### config.mk
export PLATFORM = sky130hd
export DESIGN_NAME = fpf_enc_arbiter_flat
export DESIGN_NICKNAME = d
export VERILOG_FILES = /design/src/rtl/fpf_enc_arbiter_if.sv /design/src/rtl/fpf_enc_arbiter.sv /design/src/flat_wrapper.sv
export SDC_FILE = /design/constraint.sdc
export NUM_CORES = 1
export LEC_CHECK = 0
export ABC_AREA = 1
export CAP_MARGIN = 20
export CORE_AREA = 4 4 197 199
export CTS_BUF_LIST = sky130_fd_sc_hd__clkbuf_8
export DETAILED_ROUTE_END_ITERATION = 8
export DIE_AREA = 0 0 201 203
export PLACE_DENSITY = 0.61
export SETUP_SLACK_MARGIN = 0.5
export SYNTH_ARGS = -nofsm -noshare
export SYNTH_HDL_FRONTEND = slang
export SYNTH_SLANG_ARGS = --single-unit
### constraint.sdc
create_clock -name clock -period 8 [get_ports clock]
set_clock_uncertainty 0.05 [all_clocks]
set_input_delay 1.6 -clock clock [delete_from_list [all_inputs] [get_ports clock]]
set_output_delay 1.6 -clock clock [all_outputs]
set_load 0.05 [all_outputs]
### src/rtl/fpf_enc_arbiter_if.sv
// rtl/fpf_enc_arbiter_if.sv - requester and result stream bundle for the shared FPF encoder arbiter
interface fpf_enc_arbiter_if #(
    parameter int NREQ   = 4,
    parameter int DATA_W = 26,
    parameter int CODE_W = 38,
    parameter int TAG_W  = 2
);
    logic [NREQ-1:0]        req_valid;
    logic [NREQ*DATA_W-1:0] req_data;
    logic [NREQ-1:0]        req_ready;
    logic                   out_valid;
    logic                   out_ready;
    logic [CODE_W-1:0]      out_code;
    logic [TAG_W-1:0]       out_tag;

    // Arbiter side: consumes requester words, produces tagged codes.
    modport slave (
        input  req_valid,
        input  req_data,
        output req_ready,
        output out_valid,
        output out_code,
        output out_tag,
        input  out_ready
    );

    // Environment side: word sources and the downstream driver.
    modport master (
        output req_valid,
        output req_data,
        input  req_ready,
        input  out_valid,
        input  out_code,
        input  out_tag,
        output out_ready
    );
endinterface

### src/rtl/fpf_enc_arbiter.sv
// rtl/fpf_enc_arbiter.sv - round-robin sharing of one FPF_encoder_38 with latency tracking and credit-protected output buffer
module fpf_enc_arbiter #(
    parameter int NREQ       = 4,
    parameter int DATA_W     = 26,   // binary word width of the 38-bit FPF encoder
    parameter int CODE_W     = 38,
    parameter int TAG_W      = 2,
    parameter int OBUF_DEPTH = 4
) (
    input  logic                clock,
    input  logic                rst_n,
    fpf_enc_arbiter_if.slave    bus,
    output logic [DATA_W-1:0]   enc_datain,
    input  logic [CODE_W-1:0]   enc_codeout,
    output logic                busy,
    output logic [31:0]         word_cnt
);
    localparam int PTR_W = (OBUF_DEPTH > 1) ? $clog2(OBUF_DEPTH) : 1;
    localparam int CNT_W = PTR_W + 2;
    localparam int ENT_W = CODE_W + TAG_W;
    localparam logic [TAG_W-1:0] RR_INIT = TAG_W'(NREQ - 1);

    // Encoder pipeline tracking: v1/tag1 mark a word on enc_datain,
    // v2/tag2 mark the code the encoder is presenting on enc_codeout.
    logic             v1;
    logic             v2;
    logic [TAG_W-1:0] tag1;
    logic [TAG_W-1:0] tag2;
    logic [TAG_W-1:0] rr;

    // Output FIFO; each entry is {code, tag}.
    logic [ENT_W-1:0] obuf [OBUF_DEPTH];
    logic [PTR_W-1:0] wr_ptr;
    logic [PTR_W-1:0] rd_ptr;
    logic [CNT_W-1:0] buf_count;
    logic [ENT_W-1:0] head;

    logic             grant_ok;
    logic             grant_any;
    logic [TAG_W-1:0] grant_lane;
    int               best_dist;
    logic             out_valid;
    logic             push;
    logic             pop;

    // Distance of a lane from the slot after the round-robin pointer.
    function automatic int rr_dist(input int lane, input int ptr);
        return (lane + NREQ - 1 - ptr) % NREQ;
    endfunction

    // Words already committed (buffered or still inside the encoder) reserve
    // a buffer slot each, so a granted word can never find the buffer full.
    assign grant_ok = (buf_count + CNT_W'(v1) + CNT_W'(v2)) < CNT_W'(OBUF_DEPTH);

    // Round-robin pick: nearest valid lane after rr, one-hot ready on that lane only.
    always_comb begin
        best_dist     = NREQ;
        grant_lane    = '0;
        grant_any     = 1'b0;
        bus.req_ready = '0;
        for (int i = 0; i < NREQ; i++) begin
            if (bus.req_valid[i] && (rr_dist(i, int'(rr)) < best_dist)) begin
                best_dist  = rr_dist(i, int'(rr));
                grant_lane = TAG_W'(i);
            end
        end
        if (grant_ok && (best_dist < NREQ)) begin
            grant_any = 1'b1;
            bus.req_ready[grant_lane] = 1'b1;
        end
    end

    // Accept stage: register the granted word toward the encoder; datain holds when idle.
    always_ff @(posedge clock or negedge rst_n) begin
        if (!rst_n) begin
            enc_datain <= '0;
            v1         <= 1'b0;
            tag1       <= '0;
            rr         <= RR_INIT;
            word_cnt   <= '0;
        end else if (grant_any) begin
            enc_datain <= bus.req_data[int'(grant_lane)*DATA_W +: DATA_W];
            v1         <= 1'b1;
            tag1       <= grant_lane;
            rr         <= grant_lane;
            word_cnt   <= word_cnt + 32'd1;
        end else begin
            v1         <= 1'b0;
        end
    end

    // Follow the encoder's internal register so the tag lines up with codeout.
    always_ff @(posedge clock or negedge rst_n) begin
        if (!rst_n) begin
            v2   <= 1'b0;
            tag2 <= '0;
        end else begin
            v2   <= v1;
            tag2 <= tag1;
        end
    end

    // Codeout is only trusted when v2 is set; this hides the encoder's unreset state.
    assign push = v2;
    assign pop  = out_valid & bus.out_ready;

    // Buffer storage needs no reset: reads are masked while the buffer is empty.
    always_ff @(posedge clock) begin
        if (push) begin
            obuf[wr_ptr] <= {enc_codeout, tag2};
        end
    end

    // Buffer pointers and occupancy; push and pop together leave the count alone.
    always_ff @(posedge clock or negedge rst_n) begin
        if (!rst_n) begin
            wr_ptr    <= '0;
            rd_ptr    <= '0;
            buf_count <= '0;
        end else begin
            if (push) begin
                wr_ptr <= wr_ptr + PTR_W'(1);
            end
            if (pop) begin
                rd_ptr <= rd_ptr + PTR_W'(1);
            end
            case ({push, pop})
                2'b10:   buf_count <= buf_count + CNT_W'(1);
                2'b01:   buf_count <= buf_count - CNT_W'(1);
                default: buf_count <= buf_count;
            endcase
        end
    end

    assign head          = obuf[rd_ptr];
    assign out_valid     = (buf_count != '0);
    assign bus.out_valid = out_valid;
    assign bus.out_code  = out_valid ? head[ENT_W-1:TAG_W] : '0;
    assign bus.out_tag   = out_valid ? head[TAG_W-1:0]     : '0;
    assign busy          = v1 | v2 | out_valid;

    // A code arriving from the encoder must always find a free slot.
    a_no_overflow: assert property (@(posedge clock) disable iff (!rst_n)
        !(push && (buf_count == CNT_W'(OBUF_DEPTH))));

    // Never more than one requester granted at a time.
    a_onehot_grant: assert property (@(posedge clock) disable iff (!rst_n)
        $onehot0(bus.req_ready));

    // A stalled head keeps its code and tag until it is taken.
    a_head_stable: assert property (@(posedge clock) disable iff (!rst_n)
        (out_valid && !bus.out_ready) |=> (out_valid && $stable(bus.out_code) && $stable(bus.out_tag)));
endmodule

### src/flat_wrapper.sv
// flat-port wrapper written by rule: the top's interface ports become plain ports
module fpf_enc_arbiter_flat 
#(
    parameter int NREQ       = 4,
    parameter int DATA_W     = 26,                                                 
    parameter int CODE_W     = 38,
    parameter int TAG_W      = 2,
    parameter int OBUF_DEPTH = 4
)
  (clock, rst_n, enc_datain, enc_codeout, busy, word_cnt, bus_req_valid, bus_req_data, bus_req_ready, bus_out_valid, bus_out_code, bus_out_tag, bus_out_ready);
  fpf_enc_arbiter_if #(.NREQ(NREQ), .DATA_W(DATA_W), .CODE_W(CODE_W), .TAG_W(TAG_W)) bus_i ();
  input  logic clock;
  input  logic rst_n;
  output logic [DATA_W-1:0] enc_datain;
  input  logic [CODE_W-1:0] enc_codeout;
  output logic busy;
  output logic [31:0] word_cnt;
  input wire logic [$bits(bus_i.req_valid)-1:0] bus_req_valid;
  input wire logic [$bits(bus_i.req_data)-1:0] bus_req_data;
  output wire logic [$bits(bus_i.req_ready)-1:0] bus_req_ready;
  output wire logic [$bits(bus_i.out_valid)-1:0] bus_out_valid;
  output wire logic [$bits(bus_i.out_code)-1:0] bus_out_code;
  output wire logic [$bits(bus_i.out_tag)-1:0] bus_out_tag;
  input wire logic [$bits(bus_i.out_ready)-1:0] bus_out_ready;
  assign bus_i.req_valid = bus_req_valid;
  assign bus_i.req_data = bus_req_data;
  assign bus_req_ready = bus_i.req_ready;
  assign bus_out_valid = bus_i.out_valid;
  assign bus_out_code = bus_i.out_code;
  assign bus_out_tag = bus_i.out_tag;
  assign bus_i.out_ready = bus_out_ready;
  fpf_enc_arbiter #(.NREQ(NREQ), .DATA_W(DATA_W), .CODE_W(CODE_W), .TAG_W(TAG_W), .OBUF_DEPTH(OBUF_DEPTH)) u_core (.clock(clock), .rst_n(rst_n), .bus(bus_i), .enc_datain(enc_datain), .enc_codeout(enc_codeout), .busy(busy), .word_cnt(word_cnt));
endmodule
==> impl_metrics.sql <==
INSERT INTO impl_metrics (metric_group, metric, value, unit) VALUES
('final_layout', 'num_antenna_cells', '0', ''),
('grt', 'vias_in_the_first_global_route', '9103', ''),
('clock_tree', 'cts_root_buf', 'sky130_fd_sc_hd__clkbuf_8', ''),
('sta', 'final.period_utilization', '87.77', '%'),
('sta', 'timing_worst_slew_pin_value', '0.8894', 'ns'),
('place', 'place.gp.congestion', '0.9228', ''),
('sta', 'highest_attainable_clock_frequency', '0.1424', 'GHz'),
('power_and_ir_drop', 'logic_pwr_share', '56.3', '%'),
('sta', 'number_of_pins_exceeding_their_max_slew_limit_in_the_final_report', '0', ''),
('synth', 'post_synth_main_area_contributors', 'sky130_fd_sc_hd__edfxtp_1 (43%), sky130_fd_sc_hd__dfrtp_1 (16%), sky130_fd_sc_hd__nor2_1 (8.3%), sky130_fd_sc_hd__nand2_1 (7.2%), sky130_fd_sc_hd__inv_1 (4.2%)', ''),
('setup_path', 'crit_fanout', '27', ''),
('setup_path', 'critical_path.endpoint_type', 'primary output', ''),
('setup_path', 'critical_path.slowest_cell', 'sky130_fd_sc_hd__clkdlybuf4s50_1', ''),
('grt', 'grt_pass1_wl', '49260', 'um'),
('synth', 'synth_sequential_area_ratio', '60.24', '%'),
('setup_path', 'worst-endpoint-required', '6.35', 'ns'),
('floorplan', 'fp.dieArea', '40800', 'um2'),
('drt', 'drc', '0', ''),
('grt', 'grt_antenna_before_repair', '0', ''),
('drt', 'starting_drc_count_in_detailed_routing', '465', ''),
('setup_path', 'critical-path-top-cell-by-count', 'sky130_fd_sc_hd__inv_1', ''),
('drt', 'drt_pass1_iterations', '5', ''),
('final_layout', 'finalNetCount', '1603', ''),
('clock_tree', 'clock_latency', '0.54', 'ns'),
('clock_tree', 'cts_tree', 'built', ''),
('synth', 'mappedNetlistNets', '1351', ''),
('drt', 'dr_total_vias', '8943', ''),
('place', 'dpl_worst_slack', '0.7778', 'ns'),
('power_and_ir_drop', 'switching_power', '3.119', 'mW'),
('floorplan', 'io_pins', '253', ''),
('synth', 'async_reset_ff_share', '31.62', '%'),
('synth', 'post_synth.cell_area_avg', '9.297', 'um2'),
('synth', 'synth_cell_type_count', '33', ''),
('floorplan', 'fp.dieH', '203', 'um'),
('setup_path', 'crit_buf_inv', '6', ''),
('clock_tree', 'ctsHoldBuffers', '0', ''),
('floorplan', 'rows', '71', ''),
('power_and_ir_drop', 'switching_share_of_total_power', '48.98', '%'),
('grt', 'grt.total_usage', '14.85', '%'),
('floorplan', 'die_width', '201', 'um'),
('min_path', 'holdCritStartpoint', 'u_core.tag1[1]', ''),
('clock_tree', 'clk_pin_slew', '0.06', 'ns'),
('synth', 'number_of_enable_flip_flop_cells_after_synthesis', '160', ''),
('power_and_ir_drop', 'power.sequential.fraction', '26.9', '%'),
('synth', 'yosys.area.top_type', 'sky130_fd_sc_hd__edfxtp_1', ''),
('power_and_ir_drop', 'p_per_area', '427.7', 'nW/um2'),
('synth', 'postSynthRegisterBits', '234', ''),
('sta', 'timing.slew.headroom', '40.70', '%'),
('clock_tree', 'clock_sink_count', '234', ''),
('setup_path', 'critPathKind', 'primary input to primary output', ''),
('place', 'place_hpwl', '20420', 'um'),
('setup_path', 'cells_along_the_critical_path', 'clkdlybuf4s50_1 > inv_1 > nor2_1 > inv_1 > ha_1 > nand3_1 > nand3_1 > o21ai_1 > ha_1 > inv_1 > nor2_1 > nand2_1 > nand3_2 > nand2_1 > o21ai_0 > ha_1 > inv_1 > nor2_1 > nand2_4 > nand3_4 > nand2_2 > nor3_2 > buf_12', ''),
('grt', 'grt_overflow', '0', ''),
('synth', 'post_synth_instance_area', '11050', 'um2'),
('final_layout', 'layout-area-overhead-vs-synth', '34.69', '%'),
('place', 'portBuffers', '252', ''),
('drt', 'finalWirelength', '30950', 'um'),
('synth', 'ys_dominant_reg_cell', 'sky130_fd_sc_hd__edfxtp_1', ''),
('run_status', 'outcome', 'finished, final reports clean', ''),
('drt', 'dr_wl_cell', '15.88', 'um'),
('floorplan', 'core_area', '37220', 'um2'),
('drt', 'avgViaCountPerCell', '4.589', ''),
('final_layout', 'layout-drive-gt1-share', '7.322', '%'),
('min_path', 'hold_path.class', 'register to register', ''),
('synth', 'synthMostInstantiatedCell', 'sky130_fd_sc_hd__nor2_1', ''),
('clock_tree', 'clock_tree.buffer_depth', '3', ''),
('clock_tree', 'post_cts_buffers', '0', ''),
('setup_path', 'cp-startpoint', 'bus_req_valid[0]', ''),
('setup_path', 'rr_startpoint', 'u_core.rr[0]', ''),
('clock_tree', 'number_of_buffers_inserted_during_clock_tree_synthesis', '42', ''),
('floorplan', 'floorplan.initialDensity', '29.70', '%');
## metrics by stage
stage               std cells  area [um2]  hold WS, ns  power (mW)  util (%)
finish                   1949       14890       0.3403       6.368     40.00
global route             1949       14890       0.3569       6.839     40.00
CTS                      1947       14830       0.3625       6.441     39.84
detailed placement       1869       14020       0.3520       5.326     37.66
global placement         1869       14020       0.3431       5.292     37.66
floorplan                1189       11050       0.3040       4.235         -
## power by group through the flow
stage	clock network, mW	logic [mW]	registers (mW)
floorplan	0	2.27	1.96
global placement	0	3.56	1.73
detailed placement	0	3.59	1.73
CTS	1.12	3.61	1.72
global route	1.18	3.92	1.74
finish	1.07	3.59	1.71
## metal layers
| layer | track usage (%) | routed length [um] |
|---|---|---|
| met1 | 18.20 | 12780 |
| met2 | 24.59 | 14380 |
| met3 | 5.622 | 3001 |
| met4 | 4.253 | 790 |
| met5 | 0 | 0 |
## layout by cell type (no fill, tap or decap), drive strengths merged, types with 33 or more instances in the layout
cell type | netlist | final
nand2 | 217 | 217
inv | 125 | 138
clkbuf | 28 | 45
o21ai | 88 | 88
nand4 | 33 | 33
nand3 | 68 | 68
clkdlybuf4s50 | 0 | 247
dfrtp | 72 | 72
nor2 | 245 | 245
a21oi | 41 | 41
edfxtp | 160 | 160
## cell families after synthesis
family          after synthesis  synth area share [%]
fa+ha+maj                    13                 1.539
flops                       234                 60.24
compound gates              130                 5.942
simple gates                587                 22.30
xor+xnor                     37                 2.932
buf+inv                     188                 7.052
## registers in the layout (all words and copies together) (netlist names)
signal	count
u_core.tag1	2
u_core.rr	2
u_core.tag2	2
u_core.v1	1
u_core.word_cnt	32
u_core.rd_ptr	2
u_core.enc_datain	26
u_core.buf_count	4
u_core.wr_ptr	2
u_core.push	1
u_core.obuf	160
## final timing paths
| path | to | slack (ns) | depth (start not counted) |
|---|---|---|---|
| max | bus_req_ready[0] | 0.98 | 23 |
| min | u_core.tag2[1] | 0.34 | 0 |
| max reg2reg | u_core.enc_datain[10] | 3.60 | 24 |
| min reg2reg | u_core.tag2[1] | 0.34 | 0 |
| max in group asynchronous | u_core.rr[0] | 6.40 | 2 |
| min in group asynchronous | u_core.word_cnt[22] | 0.86 | 1 |
## repair_timing
| item | 4_1_cts | 5_1_grt |
|---|---|---|
| hold endpoints to repair | 0 | 0 |
| gates resized for setup | 0 | 4 |
| setup endpoints to repair | 0 | 4 |
## final cells by class
type                    count  area (um2)  share of cell area [%]
well taps                 474       593.1                   3.983
flip-flops and latches    234        6661                   44.74
repair buffers            270        2724                   18.29
inverters                 126       473.0                   3.176
clock inverters            33       192.7                   1.294
multi-input cells         767        3626                   24.35
clock buffers              45       619.3                   4.160
(Power assumes the default switching activity.)
==> patch 1 (config.mk and constraints unchanged) <==
Reset style: synchronous (`rst_n`), changed in 3 clocked blocks.
--- a/src/rtl/fpf_enc_arbiter.sv
+++ b/src/rtl/fpf_enc_arbiter.sv
@@ -70,7 +70,7 @@
     end
 
     // Accept stage: register the granted word toward the encoder; datain holds when idle.
-    always_ff @(posedge clock or negedge rst_n) begin
+    always_ff @(posedge clock) begin
         if (!rst_n) begin
             enc_datain <= '0;
             v1         <= 1'b0;
@@ -89,7 +89,7 @@
     end
 
     // Follow the encoder's internal register so the tag lines up with codeout.
-    always_ff @(posedge clock or negedge rst_n) begin
+    always_ff @(posedge clock) begin
         if (!rst_n) begin
             v2   <= 1'b0;
             tag2 <= '0;
@@ -111,7 +111,7 @@
     end
 
     // Buffer pointers and occupancy; push and pop together leave the count alone.
-    always_ff @(posedge clock or negedge rst_n) begin
+    always_ff @(posedge clock) begin
         if (!rst_n) begin
             wr_ptr    <= '0;
             rd_ptr    <= '0;
Behaviour: differs if rst_n is asserted again (counterexample within 4 cycles, from zero or initial values and one cycle with rst_n low); with rst_n held inactive, the same outputs for 4 cycles.
==> patch 1 against the original RTL <==
- routed wire length up 4.1%
- via count up 5.2%
- sequential cell count up 2
- setup slack better by 0.034 ns
- non-clock buffer count up 1
- total power down 5.6%
- combinational power down 7.0%
- area after synthesis up 0.10%
- fmax up 0.49%
- design area up 0.46%
==> patch 1: results (changes against the original RTL) <==
<table>
<tr><th>Metric</th><th>Value</th></tr>
<tr><th colspan="2">Outcome</th></tr>
<tr><td>Result of the run</td><td>finished, final reports clean</td></tr>
<tr><th colspan="2">Final layout</th></tr>
<tr><td>Filler Cells Inserted</td><td>3697 (+1.6%)</td></tr>
<tr><td># nets final</td><td>1705 (+6.4%)</td></tr>
<tr><td>Final non-filler cell total</td><td>2055 (+5.4%)</td></tr>
<tr><td>Layout cell share with drive strength beyond 1</td><td>6.34% (-0.98 points)</td></tr>
<tr><th colspan="2">Worst setup path</th></tr>
<tr><td>Worst-path maximum fanout</td><td>24 (-11%)</td></tr>
<tr><td>Number of cells on the worst reg-to-reg path</td><td>20 (-17%)</td></tr>
<tr><td>Worst endpoint data arrival time</td><td>5.34 ns (-0.03 ns)</td></tr>
<tr><th colspan="2">STA</th></tr>
<tr><td>Measured slew at the worst slew-check pin</td><td>0.923 ns (+0.0337 ns)</td></tr>
<tr><th colspan="2">Min path</th></tr>
<tr><td>Hold wc startpoint</td><td>u_core.tag2[0]</td></tr>
<tr><th colspan="2">Yosys</th></tr>
<tr><td>Post-synth net total</td><td>1452 (+7.5%)</td></tr>
<tr><td>Share of synthesized registers carrying an async set or reset</td><td>0% (-32 points)</td></tr>
<tr><td>Seq/Total Area, Yosys</td><td>57.2% (-3.1 points)</td></tr>
<tr><td>Compound-Gate Fraction of Synth Area</td><td>8.23% (+2.3 points)</td></tr>
<tr><td>Xor/xnor share of the synthesized area</td><td>1.11% (-1.8 points)</td></tr>
<tr><td>Synth top area cells</td><td>edfxtp_1 (43%), dfxtp_1 (14%), nor2_1 (11%), inv_1 (5.7%), o21ai_0 (4.9%)</td></tr>
<tr><td>Most common library cells after synthesis</td><td>nor2_1 (315), inv_1 (169), edfxtp_1 (160)</td></tr>
<tr><td>Adder-cell share of the synthesized area</td><td>1.54% (-0.0016 points)</td></tr>
<tr><td>Area share of the largest cell type after synthesis</td><td>43.4% (-0.044 points)</td></tr>
<tr><td>Netlist cell types</td><td>38 (+15%)</td></tr>
<tr><th colspan="2">CTS</th></tr>
<tr><td>Cts bufs inserted</td><td>44 (+4.8%)</td></tr>
<tr><td>Clock latency on the worst-skew pair</td><td>0.57 ns (+0.03 ns)</td></tr>
<tr><th colspan="2">GRT</th></tr>
<tr><td>Wire length of the first global-routing pass</td><td>49.6 mm (+0.70%)</td></tr>
<tr><td>GRT Util Overall</td><td>15.0% (+0.18 points)</td></tr>
<tr><th colspan="2">Drt</th></tr>
<tr><td>Per-cell routed wire length</td><td>15.7 µm (-1.3%)</td></tr>
<tr><td>DR pass1 iterations</td><td>7 (+2)</td></tr>
<tr><td>1st-iter DRT viols</td><td>492 (+5.8%)</td></tr>
<tr><td>Vias/cell</td><td>4.58 (-0.23%)</td></tr>
<tr><th colspan="2">Placement</th></tr>
<tr><td>HPWL after detailed placement</td><td>20.2 mm (-1.3%)</td></tr>
<tr><td>RD Place Congestion</td><td>0.884 (-4.2%)</td></tr>
<tr><td>Inst Count DP</td><td>1963 (+5.0%)</td></tr>
</table>
[patch 1: cell types whose count changed after synthesis, moves of 29 or more]
cell / delta
inv_1: +44
dfxtp_1: +76
nand3_1: +29
dfrtp_1: -72
nand2_1: -73
nor2_1: +70
[patch 1: area by class of cell]
type                    count  area [µm²]  area share, %
inverters                 173         649           4.34
clock buffers              45         619           4.14
well taps                 474         593           3.96
diodes                      3        7.51         0.0502
repair buffers            271        2710           18.1
multi-input cells         817        3810           25.4
flip-flops and latches    236        6330           42.3
clock inverters            36         248           1.66
[patch 1: worst max-delay path: stages]
cell and delay (ns):
clkdlybuf4s50_1 0.52, inv_1 0.05, nor2_1 0.08, inv_1 0.06
ha_1 0.27, nand2_1 0.07, nand2_1 0.05, nand2_1 0.08
nand2_1 0.10, o21ai_1 0.19, ha_1 0.26, inv_1 0.05
nor2_1 0.04, nand2_1 0.08, nand3_2 0.13, nand2_1 0.09
o21ai_0 0.09, ha_1 0.28, inv_1 0.04, nor2_2 0.22
nand2_4 0.10, nand3_4 0.13, nand2_2 0.09, buf_4 0.26
nor2_1 0.22, buf_12 0.17
[patch 1: kinds of logic after synthesis]
logic type,count (synthesis)
xor+xnor,14
fa+ha+maj,13
simple gates,610
compound gates,178
buf+inv,239
flops,236
[patch 1: worst paths after layout]
check / end / slack (ns)
setup / recovery: bus_req_ready[2] / 1.01
hold / removal: u_core.obuf[3][0] / 0.42
setup reg to reg: u_core.enc_datain[23] / 3.73
hold reg to reg: u_core.obuf[3][0] / 0.42
[patch 1: stage by stage]
step | cell area (µm²) | hold WS, ns
2_1_floorplan | 11100 | 0.350
3_3_place_gp | 14000 | 0.397
3_5_place_dp | 14000 | 0.400
4_1_cts | 14900 | 0.413
5_1_grt | 15000 | 0.449
6_report | 15000 | 0.420
[patch 1: what timing repair did]
action                     CTS  global route
pin swaps                    0             2
gates cloned                 0             2
resized for setup            1             2
setup buffers                0             4
setup endpoints to repair    1             4
[patch 1: metal layers]
metal | routed length [µm] | vias to the layer above | share of wire [%] | GRT usage [%]
met5 | 0 | - | 0 | 0
met4 | 835 | 0 | 2.6 | 5.06
met3 | 2790 | 54 | 8.7 | 5.64
met2 | 14700 | 331 | 46 | 24.5
met1 | 13800 | 4283 | 43 | 18.4
li1 | - | 4740 | - | -
[patch 1: power groups by stage]
stage / clock network, mW / registers (mW) / logic [mW]
after floorplan: 0 / 1.74 / 2.10
after global placement: 0 / 1.55 / 3.26
after detailed placement: 0 / 1.55 / 3.28
after CTS: 1.19 / 1.53 / 3.29
after global routing: 1.24 / 1.54 / 3.64
final: 1.14 / 1.53 / 3.34
==> patch 2 (config.mk and constraints unchanged) <==
Made on the original files. `DATA_W` is set to 26 in 3 places; all go to 52.
--- a/src/rtl/fpf_enc_arbiter_if.sv
+++ b/src/rtl/fpf_enc_arbiter_if.sv
@@ -1,7 +1,7 @@
 // rtl/fpf_enc_arbiter_if.sv - requester and result stream bundle for the shared FPF encoder arbiter
 interface fpf_enc_arbiter_if #(
     parameter int NREQ   = 4,
-    parameter int DATA_W = 26,
+    parameter int DATA_W = 52,
     parameter int CODE_W = 38,
     parameter int TAG_W  = 2
 );
--- a/src/rtl/fpf_enc_arbiter.sv
+++ b/src/rtl/fpf_enc_arbiter.sv
@@ -1,7 +1,7 @@
 // rtl/fpf_enc_arbiter.sv - round-robin sharing of one FPF_encoder_38 with latency tracking and credit-protected output buffer
 module fpf_enc_arbiter #(
     parameter int NREQ       = 4,
-    parameter int DATA_W     = 26,   // binary word width of the 38-bit FPF encoder
+    parameter int DATA_W     = 52,   // binary word width of the 38-bit FPF encoder
     parameter int CODE_W     = 38,
     parameter int TAG_W      = 2,
     parameter int OBUF_DEPTH = 4
--- a/src/flat_wrapper.sv
+++ b/src/flat_wrapper.sv
@@ -2,7 +2,7 @@
 module fpf_enc_arbiter_flat 
 #(
     parameter int NREQ       = 4,
-    parameter int DATA_W     = 26,                                                 
+    parameter int DATA_W     = 52,                                                 
     parameter int CODE_W     = 38,
     parameter int TAG_W      = 2,
     parameter int OBUF_DEPTH = 4
Interface: changed (resized bus_req_data and enc_datain); port bits go from 253 to 383. The function was not compared with the original's and may differ.
==> patch 2 against the original RTL <==
- design area rose by 26%
- register-to-register slack worse by 0.44 ns
- setup slack lost 0.080 ns
- total power is 33% higher
- sequential cell count grew 26
- area after synthesis increased by 23%
- clock power is 27% higher
- routed wire length increased by 41%
- highest routed layer is now met5
==> patch 2: results (changes against the original RTL) <==
<table>
<tr><th>Metric</th><th>Value</th></tr>
<tr><th colspan="2">Outcome</th></tr>
<tr><td>Result of the run</td><td>finished, final reports clean</td></tr>
<tr><th colspan="2">Yosys</th></tr>
<tr><td>Seq/Total Area, Yosys</td><td>53.8% (-6.4 points)</td></tr>
<tr><td>Most common library cells after synthesis</td><td>nand2_1 (406), nor2_1 (304), inv_1 (205)</td></tr>
<tr><td>Synth top area cells</td><td>edfxtp_1 (35%), dfrtp_1 (18%), nand2_1 (11%), nor2_1 (8.4%), inv_1 (5.7%)</td></tr>
<tr><td>Netlist cell types</td><td>34 (+3.0%)</td></tr>
<tr><td>Share of synthesized registers carrying an async set or reset</td><td>38.5% (+6.8 points)</td></tr>
<tr><td>Most used DFF post-synth</td><td>edfxtp_1</td></tr>
<tr><th colspan="2">Final layout</th></tr>
<tr><td>Filler Cells Inserted</td><td>3594 (-1.2%)</td></tr>
<tr><td>Layout cell share with drive strength beyond 1</td><td>5.59% (-1.7 points)</td></tr>
<tr><td># nets final</td><td>2287 (+43%)</td></tr>
<tr><th colspan="2">Placement</th></tr>
<tr><td>RD Place Congestion</td><td>0.957 (+3.7%)</td></tr>
<tr><td>Total cell area at the placement stage</td><td>17700 µm² (+26%)</td></tr>
<tr><td>HPWL after detailed placement</td><td>29.5 mm (+45%)</td></tr>
<tr><td>Number of port buffers</td><td>382 (+52%)</td></tr>
<tr><th colspan="2">CTS</th></tr>
<tr><td>Clock latency on the worst-skew pair</td><td>0.56 ns (+0.02 ns)</td></tr>
<tr><th colspan="2">Worst setup path</th></tr>
<tr><td>Worst endpoint data arrival time</td><td>5.45 ns (+0.08 ns)</td></tr>
<tr><td>Worst-path maximum fanout</td><td>53 (+96%)</td></tr>
<tr><td>Number of cells on the worst reg-to-reg path</td><td>22 (-8.3%)</td></tr>
<tr><td>Flop-to-flop setup slack</td><td>3.16 ns (-0.44 ns)</td></tr>
<tr><th colspan="2">Drt</th></tr>
<tr><td>Vias after detailed routing</td><td>12.3k (+37%)</td></tr>
<tr><td>1st-iter DRT viols</td><td>697 (+50%)</td></tr>
<tr><th colspan="2">GRT</th></tr>
<tr><td>Antenna violations before repair</td><td>2 (+2)</td></tr>
<tr><td>Pin count of the biggest net entering global routing</td><td>89 (+8.5%)</td></tr>
<tr><td>Wire length of the first global-routing pass</td><td>68.3 mm (+39%)</td></tr>
<tr><th colspan="2">Power and ir drop</th></tr>
<tr><td>Maximum resistive drop on vdd</td><td>0.000203 V (-28%)</td></tr>
</table>
==> patch 2: cell type report <==
cell class | instances | area [µm²] | area share [%]
Clock inverter | 33 | 345 | 1.84
Tap cell | 474 | 593 | 3.16
Clock buffer | 49 | 674 | 3.60
Inverter | 209 | 785 | 4.18
Antenna cell | 1 | 2.50 | 0.0133
Timing Repair Buffer | 398 | 3980 | 21.2
Sequential cell | 260 | 7310 | 39.0
Multi-Input combinational cell | 1107 | 5070 | 27.0
==> patch 2: final timing paths <==
| kind | start | end |
|---|---|---|
| max in group asynchronous | rst_n | u_core.enc_datain[13] |
| worst min register to register | u_core.tag1[1] | u_core.tag2[1] |
| min in group asynchronous | rst_n | u_core.enc_datain[38] |
| worst min-delay path | u_core.tag1[1] | u_core.tag2[1] |
| worst max-delay path | bus_req_valid[0] | bus_req_ready[1] |
| worst max register to register | u_core.rr[0] | u_core.enc_datain[47] |
==> patch 2: per-layer routing <==
| metal | GRT usage (%) | wire length (µm) | up-vias |
|---|---|---|---|
| li1 | - | - | 6045 |
| met1 | 26.2 | 18000 | 5696 |
| met2 | 36.3 | 21500 | 476 |
| met3 | 4.76 | 3270 | 69 |
| met4 | 5.01 | 881 | 2 |
| met5 | 0 | 12 | - |
==> patch 2: cell families after synthesis <==
group | after synthesis | synth area share (%)
xor+xnor | 37 | 2.38
flops | 260 | 53.8
compound gates | 138 | 5.13
simple gates | 919 | 28.4
buf+inv | 303 | 9.00
fa+ha+maj | 13 | 1.25
==> patch 2: power breakdown <==
group | total, mW | switching [mW] | leakage (nW) | internal, mW
logic | 5.11 | 3.58 | 5.06 | 1.53
registers | 2.00 | 0.192 | 2.72 | 1.81
clock network | 1.36 | 0.563 | 0.565 | 0.799
total | 8.47 | 4.34 | 8.34 | 4.14
==> patch 2: critical path: cells and delay by family <==
family	cells	cell delay (ns)
and+or+nand+nor	12	1.52
buffers and inverters	6	0.99
adders and majority gates	3	0.82
AOI/OAI and AO/OA	2	0.49
==> patch 2: through the flow <==
step / hold slack (ns) / instances / worst slack (ns) / total power [mW] / util, %
floorplan: 0.304 / 1670 / 1.23 / 5.58 / -
global placement: 0.318 / 2447 / 1.07 / 7.12 / 47.6
detailed placement: 0.334 / 2447 / 0.940 / 7.16 / 47.6
CTS: 0.340 / 2529 / 0.914 / 8.56 / 50.3
global route: 0.351 / 2531 / 0.591 / 9.08 / 50.4
finish: 0.329 / 2531 / 0.898 / 8.47 / 50.4
